### src/rtl/mario_pkg.sv
// mario_pkg: shared state encoding, key codes and screen geometry for the player motion stage
package mario_pkg;
  typedef enum logic [1:0] {GROUND, RISE, FALL} motion_state_t;
  localparam logic [7:0] KEY_LEFT = 8'h04;
  localparam logic [7:0] KEY_RIGHT = 8'h07;
  localparam logic [7:0] KEY_JUMP = 8'h1A;
  localparam int SCREEN_W = 640;
  localparam int SCREEN_H = 480;
endpackage

### src/rtl/mario_motion_if.sv
// mario_motion_if: collision-stage inputs and physics outputs of the player motion stage
interface mario_motion_if;
  logic frame_clk;
  logic [7:0] keycode;
  logic rightFlag, leftFlag, upFlag, downFlag;
  logic [9:0] collision_right, collision_left, collision_up, collision_down;
  logic [9:0] X_Pos, Y_Pos;
  logic [5:0] Right_V, Left_V, Up_V, Down_V;
  logic [20:0] logicalX;
  logic grounded;
  modport master (
    output frame_clk, keycode, rightFlag, leftFlag, upFlag, downFlag,
           collision_right, collision_left, collision_up, collision_down,
    input X_Pos, Y_Pos, Right_V, Left_V, Up_V, Down_V, logicalX, grounded
  );
  modport slave (
    input frame_clk, keycode, rightFlag, leftFlag, upFlag, downFlag,
          collision_right, collision_left, collision_up, collision_down,
    output X_Pos, Y_Pos, Right_V, Left_V, Up_V, Down_V, logicalX, grounded
  );
endinterface

### src/rtl/frame_tick_sync.sv
// frame_tick_sync: 2-FF synchroniser on frame_clk plus a one-cycle rising-edge pulse
module frame_tick_sync (
  input  logic clk,
  input  logic rst,
  input  logic d,
  output logic tick
);
  logic [2:0] s;
  // Reset to all ones so a frame_clk already high at reset release is not seen as an edge
  always_ff @(posedge clk or posedge rst)
    if (rst) s <= 3'b111;
    else s <= {s[1:0], d};
  assign tick = s[1] & ~s[2];
endmodule

### src/rtl/mario_motion.sv
// mario_motion: per-frame player physics (walk, scroll, jump/gravity FSM) after collision prediction
module mario_motion
  import mario_pkg::*;
#(
  parameter int X_START = 64,
  parameter int Y_START = 400,
  parameter int WALK_V = 2,
  parameter int JUMP_V = 12,
  parameter int GRAVITY = 1,
  parameter int MAX_FALL_V = 8,
  parameter int SPRITE_W = 16,
  parameter int SPRITE_H = 16,
  parameter int SCROLL_X = 320,
  parameter int LX_MAX = 2400
) (
  input logic Clk,
  input logic Reset,
  mario_motion_if.slave bus
);
  localparam logic [9:0] XS = 10'(X_START);
  localparam logic [9:0] YS = 10'(Y_START);
  localparam logic [9:0] SW = 10'(SPRITE_W);
  localparam logic [9:0] SH = 10'(SPRITE_H);
  localparam logic [10:0] SX = 11'(SCROLL_X);
  localparam logic [10:0] XM = 11'(SCREEN_W - SPRITE_W);
  localparam logic [10:0] YM = 11'(SCREEN_H - SPRITE_H);
  localparam logic [5:0] WV = 6'(WALK_V);
  localparam logic [5:0] JV = 6'(JUMP_V);
  localparam logic [5:0] GV = 6'(GRAVITY);
  localparam logic [5:0] MF = 6'(MAX_FALL_V);
  localparam logic [20:0] LM = 21'(LX_MAX);
  motion_state_t st, st_n;
  logic [9:0] x, x_n, y, y_n;
  logic [5:0] rv, rv_n, lv, lv_n, uv, uv_n, dv, dv_n;
  logic [20:0] lx, lx_n, lx_sum;
  logic [10:0] x_sum, x_dif, y_up, y_dn;
  logic armed, armed_n, tick, jump;
  frame_tick_sync u_sync (.clk(Clk), .rst(Reset), .d(bus.frame_clk), .tick(tick));
  always_ff @(posedge Clk or posedge Reset)
    if (Reset) begin
      st <= FALL;
      x <= XS;
      y <= YS;
      rv <= '0;
      lv <= '0;
      uv <= '0;
      dv <= '0;
      lx <= '0;
      armed <= 1'b1;
    end else if (tick) begin
      st <= st_n;
      x <= x_n;
      y <= y_n;
      rv <= rv_n;
      lv <= lv_n;
      uv <= uv_n;
      dv <= dv_n;
      lx <= lx_n;
      armed <= armed_n;
    end
  always_comb begin
    jump = bus.keycode == KEY_JUMP;
    rv_n = (bus.keycode == KEY_RIGHT) ? WV : '0;
    lv_n = (bus.keycode == KEY_LEFT) ? WV : '0;
    x_sum = {1'b0, x} + 11'(rv_n);
    x_dif = {1'b0, x} - 11'(lv_n);
    lx_sum = lx + 21'(x_sum - SX);
    x_n = x;
    lx_n = lx;
    if (bus.rightFlag && rv_n != '0) x_n = bus.collision_right - SW;
    else if (bus.leftFlag && lv_n != '0) x_n = bus.collision_left + 10'd1;
    else if (rv_n != '0 && lx < LM && x_sum > SX) begin
      x_n = SX[9:0];
      lx_n = (lx_sum > LM) ? LM : lx_sum;
    end
    else if (rv_n != '0) x_n = (x_sum > XM) ? XM[9:0] : x_sum[9:0];
    else if (lv_n != '0) x_n = x_dif[10] ? '0 : x_dif[9:0];
    st_n = st;
    y_n = y;
    uv_n = uv;
    dv_n = dv;
    armed_n = armed | ~jump;
    y_up = {1'b0, y} - 11'(uv);
    y_dn = {1'b0, y} + 11'(dv);
    case (st)
      GROUND: begin
        if (jump && armed) begin
          uv_n = JV;
          armed_n = 1'b0;
          st_n = RISE;
        end else if (!bus.downFlag) st_n = FALL;
      end
      RISE: begin
        if (bus.upFlag) begin
          y_n = bus.collision_up + 10'd1;
          uv_n = '0;
          st_n = FALL;
        end else if (y_up[10]) begin
          y_n = '0;
          uv_n = '0;
          st_n = FALL;
        end else begin
          y_n = y_up[9:0];
          uv_n = (uv > GV) ? uv - GV : '0;
          st_n = (uv > GV) ? RISE : FALL;
        end
      end
      default: begin
        if (bus.downFlag) begin
          y_n = bus.collision_down - SH;
          dv_n = '0;
          st_n = GROUND;
        end else if (y_dn > YM) begin
          y_n = YM[9:0];
          dv_n = '0;
          st_n = GROUND;
        end else begin
          y_n = y_dn[9:0];
          dv_n = (dv + GV > MF) ? MF : dv + GV;
        end
      end
    endcase
  end
  assign bus.X_Pos = x;
  assign bus.Y_Pos = y;
  assign bus.Right_V = rv;
  assign bus.Left_V = lv;
  assign bus.Up_V = uv;
  assign bus.Down_V = dv;
  assign bus.logicalX = lx;
  assign bus.grounded = st == GROUND;
endmodule

### src/flat_wrapper.sv
// flat-port wrapper written by rule: the top's interface ports become plain ports
module mario_motion_flat import mario_pkg::*;
#(
  parameter int X_START = 64,
  parameter int Y_START = 400,
  parameter int WALK_V = 2,
  parameter int JUMP_V = 12,
  parameter int GRAVITY = 1,
  parameter int MAX_FALL_V = 8,
  parameter int SPRITE_W = 16,
  parameter int SPRITE_H = 16,
  parameter int SCROLL_X = 320,
  parameter int LX_MAX = 2400
)
  (Clk, Reset, bus_frame_clk, bus_keycode, bus_rightFlag, bus_leftFlag, bus_upFlag, bus_downFlag, bus_collision_right, bus_collision_left, bus_collision_up, bus_collision_down, bus_X_Pos, bus_Y_Pos, bus_Right_V, bus_Left_V, bus_Up_V, bus_Down_V, bus_logicalX, bus_grounded);
  mario_motion_if bus_i ();
  input logic Clk;
  input logic Reset;
  input wire logic [$bits(bus_i.frame_clk)-1:0] bus_frame_clk;
  input wire logic [$bits(bus_i.keycode)-1:0] bus_keycode;
  input wire logic [$bits(bus_i.rightFlag)-1:0] bus_rightFlag;
  input wire logic [$bits(bus_i.leftFlag)-1:0] bus_leftFlag;
  input wire logic [$bits(bus_i.upFlag)-1:0] bus_upFlag;
  input wire logic [$bits(bus_i.downFlag)-1:0] bus_downFlag;
  input wire logic [$bits(bus_i.collision_right)-1:0] bus_collision_right;
  input wire logic [$bits(bus_i.collision_left)-1:0] bus_collision_left;
  input wire logic [$bits(bus_i.collision_up)-1:0] bus_collision_up;
  input wire logic [$bits(bus_i.collision_down)-1:0] bus_collision_down;
  output wire logic [$bits(bus_i.X_Pos)-1:0] bus_X_Pos;
  output wire logic [$bits(bus_i.Y_Pos)-1:0] bus_Y_Pos;
  output wire logic [$bits(bus_i.Right_V)-1:0] bus_Right_V;
  output wire logic [$bits(bus_i.Left_V)-1:0] bus_Left_V;
  output wire logic [$bits(bus_i.Up_V)-1:0] bus_Up_V;
  output wire logic [$bits(bus_i.Down_V)-1:0] bus_Down_V;
  output wire logic [$bits(bus_i.logicalX)-1:0] bus_logicalX;
  output wire logic [$bits(bus_i.grounded)-1:0] bus_grounded;
  assign bus_i.frame_clk = bus_frame_clk;
  assign bus_i.keycode = bus_keycode;
  assign bus_i.rightFlag = bus_rightFlag;
  assign bus_i.leftFlag = bus_leftFlag;
  assign bus_i.upFlag = bus_upFlag;
  assign bus_i.downFlag = bus_downFlag;
  assign bus_i.collision_right = bus_collision_right;
  assign bus_i.collision_left = bus_collision_left;
  assign bus_i.collision_up = bus_collision_up;
  assign bus_i.collision_down = bus_collision_down;
  assign bus_X_Pos = bus_i.X_Pos;
  assign bus_Y_Pos = bus_i.Y_Pos;
  assign bus_Right_V = bus_i.Right_V;
  assign bus_Left_V = bus_i.Left_V;
  assign bus_Up_V = bus_i.Up_V;
  assign bus_Down_V = bus_i.Down_V;
  assign bus_logicalX = bus_i.logicalX;
  assign bus_grounded = bus_i.grounded;
  mario_motion #(.X_START(X_START), .Y_START(Y_START), .WALK_V(WALK_V), .JUMP_V(JUMP_V), .GRAVITY(GRAVITY), .MAX_FALL_V(MAX_FALL_V), .SPRITE_W(SPRITE_W), .SPRITE_H(SPRITE_H), .SCROLL_X(SCROLL_X), .LX_MAX(LX_MAX)) u_core (.Clk(Clk), .Reset(Reset), .bus(bus_i));
endmodule
### config.mk
export PLATFORM = sky130hd
export DESIGN_NAME = mario_motion_flat
export DESIGN_NICKNAME = d
export VERILOG_FILES = /design/src/rtl/mario_pkg.sv /design/src/rtl/mario_motion_if.sv /design/src/rtl/frame_tick_sync.sv /design/src/rtl/mario_motion.sv /design/src/flat_wrapper.sv
export SDC_FILE = /design/constraint.sdc
export NUM_CORES = 1
export LEC_CHECK = 0
export CORE_ASPECT_RATIO = 0.9
export CORE_MARGIN = 2
export CORE_UTILIZATION = 35
export DETAILED_ROUTE_END_ITERATION = 10
export PLACE_DENSITY = 0.67
export SETUP_SLACK_MARGIN = 0.02
export SKIP_LAST_GASP = 1
export SLEW_MARGIN = 5
export SYNTH_ARGS = -nofsm -noshare
export SYNTH_HDL_FRONTEND = slang
export SYNTH_HIERARCHICAL = 1
export SYNTH_SLANG_ARGS = --single-unit
### constraint.sdc
create_clock -name Clk -period 10.12 [get_ports Clk]
set_clock_uncertainty 0.15 [all_clocks]
set_input_delay 2.53 -clock Clk [delete_from_list [all_inputs] [get_ports Clk]]
set_output_delay 2.53 -clock Clk [all_outputs]
set_load 0.02 [all_outputs]
==> metrics.csv <==
stage,metric,value,unit
logic_synthesis,ys_ff_latch,61,
logic_synthesis,synth_edf_count,0,
die,start_util,36.0,%
timing,layout_worst_path_cycle_share,89.1,%
timing,rsz0062_at_grt,false,
route,first_iter_violations,538,
route,routed_wl,19200,µm
setup_path,start_kind,input port,
logic_synthesis,postSynth.asyncResetShare,100,%
route,wl_met3,1040,µm
clock_network,cts_hold_buf,0,
setup_path,r2r-start,u_core/bus.X_Pos[1],
finish,mostFrequentLayoutCells,"clkdlybuf4s50_1, nand2_1, nor2_1",
grt,antenna_found_initial,0,
setup_path,critPathMaxStageDelay,0.53,ns
power_and_ir_drop,p_leak,3.26,nW
die,dieArea,19400,µm²
logic_synthesis,syn_area,6410,µm²
die,io_pins,121,
timing,slew_violations,0,
power_and_ir_drop,max-vdd-ir-drop,0.0827,mV
power_and_ir_drop,power.density,147,nW/µm²
finish,utilization,44.6,%
logic_synthesis,seq_area_frac_synth,24.0,%
timing,setup_violations,0,
placed_design,place_congestion,0.928,
finish,fin_nets,1017,
die,die-width,147,µm
setup_path,critPathCapture,u_core/bus.logicalX[11],
logic_synthesis,syn_inst,826,
timing,fin_setup_tns,0,ns
setup_path,crit_type,in2reg,
clock_network,htreeDepth,3,
route,antenna_left,0,
grt,grt_pass1_vias,5925,
setup_path,cp.arrival,9.09,ns
grt,grt_pass1_wl,30500,µm
finish,seq_area,1540,µm²
route,drc_errors,0,
route,wl_per_cell,16.6,µm
timing,hold_viol,0,
clock_network,numClockSinks,61,
grt,track_usage,19.2,%
timing,worstMarginPinSlew,0.815,ns
clock_network,clock_path_buffers,2,
clock_network,tritoncts,built,
route,vias,6536,
timing,fmax,111,MHz
die,core_area,17800,µm²
logic_synthesis,synth_area_per_cell,7.76,µm²
power_and_ir_drop,power,1.16,mW
timing,min_period,9.02,ns
clock_network,clockRootBuffer,clkbuf_16,
setup_path,rrSetupSlack,4.68,ns
route,drtPass1Iterations,5,
timing,slew_headroom,45.2,%
setup_path,crit_fanout,12,
die,rows,46,
die,die_h,132,µm
clock_network,post_cts_buffers,0,
placed_design,dp_hpwl,14700,µm
route,viasPerCell,5.65,
setup_path,reg2regPathDepth,16,
setup_path,end_kind,flip-flop,
finish,antenna_cells,0,
route,top_layer_used,met4,
logic_synthesis,yosysWarnings,6,
clock_network,cts.repair.resized,0,
grt,grt_max_degree,59,
setup_path,reg2reg_to,u_core/bus.logicalX[11],
clock_network,cts_buffers,9,
setup_path,slowest_stage,or3_1,
setup_path,crit_path_frequent_cell,ha_1,
outcome,status,"finished, final reports clean",
grt,overflow,0,
route,met1_length,9610,µm
placed_design,place.port_buffers,110,
finish,final_common_cell,clkdlybuf4s50_1,
min_path,hp-class,reg2reg,
finish,n_fill_cell,1807,
setup_path,worstPathRequired,10.19,ns
finish,drive_above_1_share,6.00,%
clock_network,clk_pin_slew_worst_paths,0.05,ns
finish,area_growth_syn_to_layout,23.8,%
logic_synthesis,synth-main-ff-cell,dfrtp_1,
finish,multiInputGateArea,4510,µm²
run,maxCapViolCount,0,
setup_path,crit_start,bus_keycode[2],
setup_path,path_cells,"clkdlybuf4s50_1, or3b_2, or3_1, inv_2, ha_1, ha_1, buf_4, nand3_1, o31ai_1, o21a_1, and3_1, ha_1, a21oi_1, o21ai_1, a221o_1, a21o_1, or4_1, a22oi_1, nand4_1, o21a_1",
route,dr_wl_met2,8240,µm
clock_network,clock_latency,0.33,ns
logic_synthesis,netlist-cell-type-count,79,
## where the power goes
part,internal [mW],switching (mW),leakage (nW)
sequential,0.289,0.0788,0.784
clock,0.177,0.110,0.135
combinational,0.225,0.283,2.34
## worst min-delay path by stage
| stage | slack [ns] | cells past startpoint | endpoint | startpoint |
|---|---|---|---|---|
| 2_1_floorplan | 0.20 | 0 | u_core/u_sync/s[1] | u_core/u_sync/s[0] |
| 3_3_place_gp | 0.20 | 0 | u_core/u_sync/s[1] | u_core/u_sync/s[0] |
| 3_5_place_dp | 0.20 | 0 | u_core/u_sync/s[1] | u_core/u_sync/s[0] |
| 4_1_cts | 0.21 | 0 | u_core/u_sync/s[1] | u_core/u_sync/s[0] |
| 5_1_grt | 0.22 | 0 | u_core/u_sync/s[1] | u_core/u_sync/s[0] |
| 6_report | 0.21 | 0 | u_core/u_sync/s[1] | u_core/u_sync/s[0] |
## kinds of logic (layout without fill, tap and decap cells)
| group | Yosys count | in the layout | synth area share, % |
|---|---|---|---|
| AOI/OAI and AO/OA | 252 | 252 | 26.0 |
| xor gates and xnor gates | 51 | 51 | 6.97 |
| adders and majority gates | 49 | 49 | 9.92 |
| buffers and inverters | 94 | 176 | 6.11 |
| DFF | 61 | 61 | 24.0 |
| muxes | 13 | 13 | 2.19 |
| other | 1 | 10 | 0.0585 |
| and+or+nand+nor | 305 | 305 | 24.8 |
## routing by layer
metal  GRT usage [%]  vias up
met5               0        -
met4            5.56        0
met3            3.98       23
met2            28.8      206
met1            27.8     3075
li1                -     3232
## registers in the layout (all words and copies together) (netlist names)
signal and flops:
u_core/bus.Y_Pos 10, u_core/bus.Right_V 1, u_core/u_sync/s 3, u_core/bus.X_Pos 10
u_core/bus.Left_V 1, u_core/st 2, u_core/armed 1, u_core/bus.logicalX 21
u_core/bus.Up_V 6, u_core/bus.Down_V 6
## critical path: cells and delay by family
kind                     cells  cell delay, ns
AND/OR/NAND/NOR              6            2.59
adder cells (fa/ha/maj)      3            1.01
AO/OA/AOI/OAI                8            1.99
buffers and inverters        3            0.95
## cell usage after synthesis (7+ instances only)
cell       n  area, µm²
nand2_1   70        263
nor2_1    68        255
o21ai_0   56        280
dfrtp_1   52       1300
a21oi_1   49        245
ha_1      46        576
inv_1     44        165
clkbuf_1  36        135
nand3_1   31        155
xor2_1    27        236
nor3_1    25        125
xnor2_1   24        210
or3_1     16        100
a31oi_1   15       93.8
nand2b_1  14       87.6
o21ai_1   14       70.1
and3_1    13       81.3
nand4_1   11       68.8
o21a_1    11       82.6
a211oi_1  10       75.1
buf_4     10       75.1
o31ai_1   10       75.1
dfstp_2    9        236
nor2b_1    9       56.3
o31a_1     9       78.8
a21o_1     8       60.1
and4_1     8       70.1
mux2_2     8       90.1
a221oi_1   7       61.3
## cell type report
| cell class | instances | share of cell area (%) |
|---|---|---|
| Multi-Input combinational cell | 680 | 56.9 |
| Sequential cell | 61 | 19.4 |
| Timing Repair Buffer | 116 | 14.4 |
| Tap cell | 240 | 3.78 |
| Clock buffer | 13 | 3.28 |
| Inverter | 45 | 2.13 |
| Clock inverter | 2 | 0.126 |
## through the flow
stage,hold WS (ns),worst slack [ns],area (µm²),cells
4_1_cts,0.209,1.16,7930,1157
3_3_place_gp,0.196,0.978,7660,1142
2_1_floorplan,0.195,2.21,6440,835
3_5_place_dp,0.202,0.821,7660,1142
6_report,0.207,1.10,7930,1157
5_1_grt,0.215,0.733,7930,1157
No activity file was read; power rests on OpenSTA's default activity.
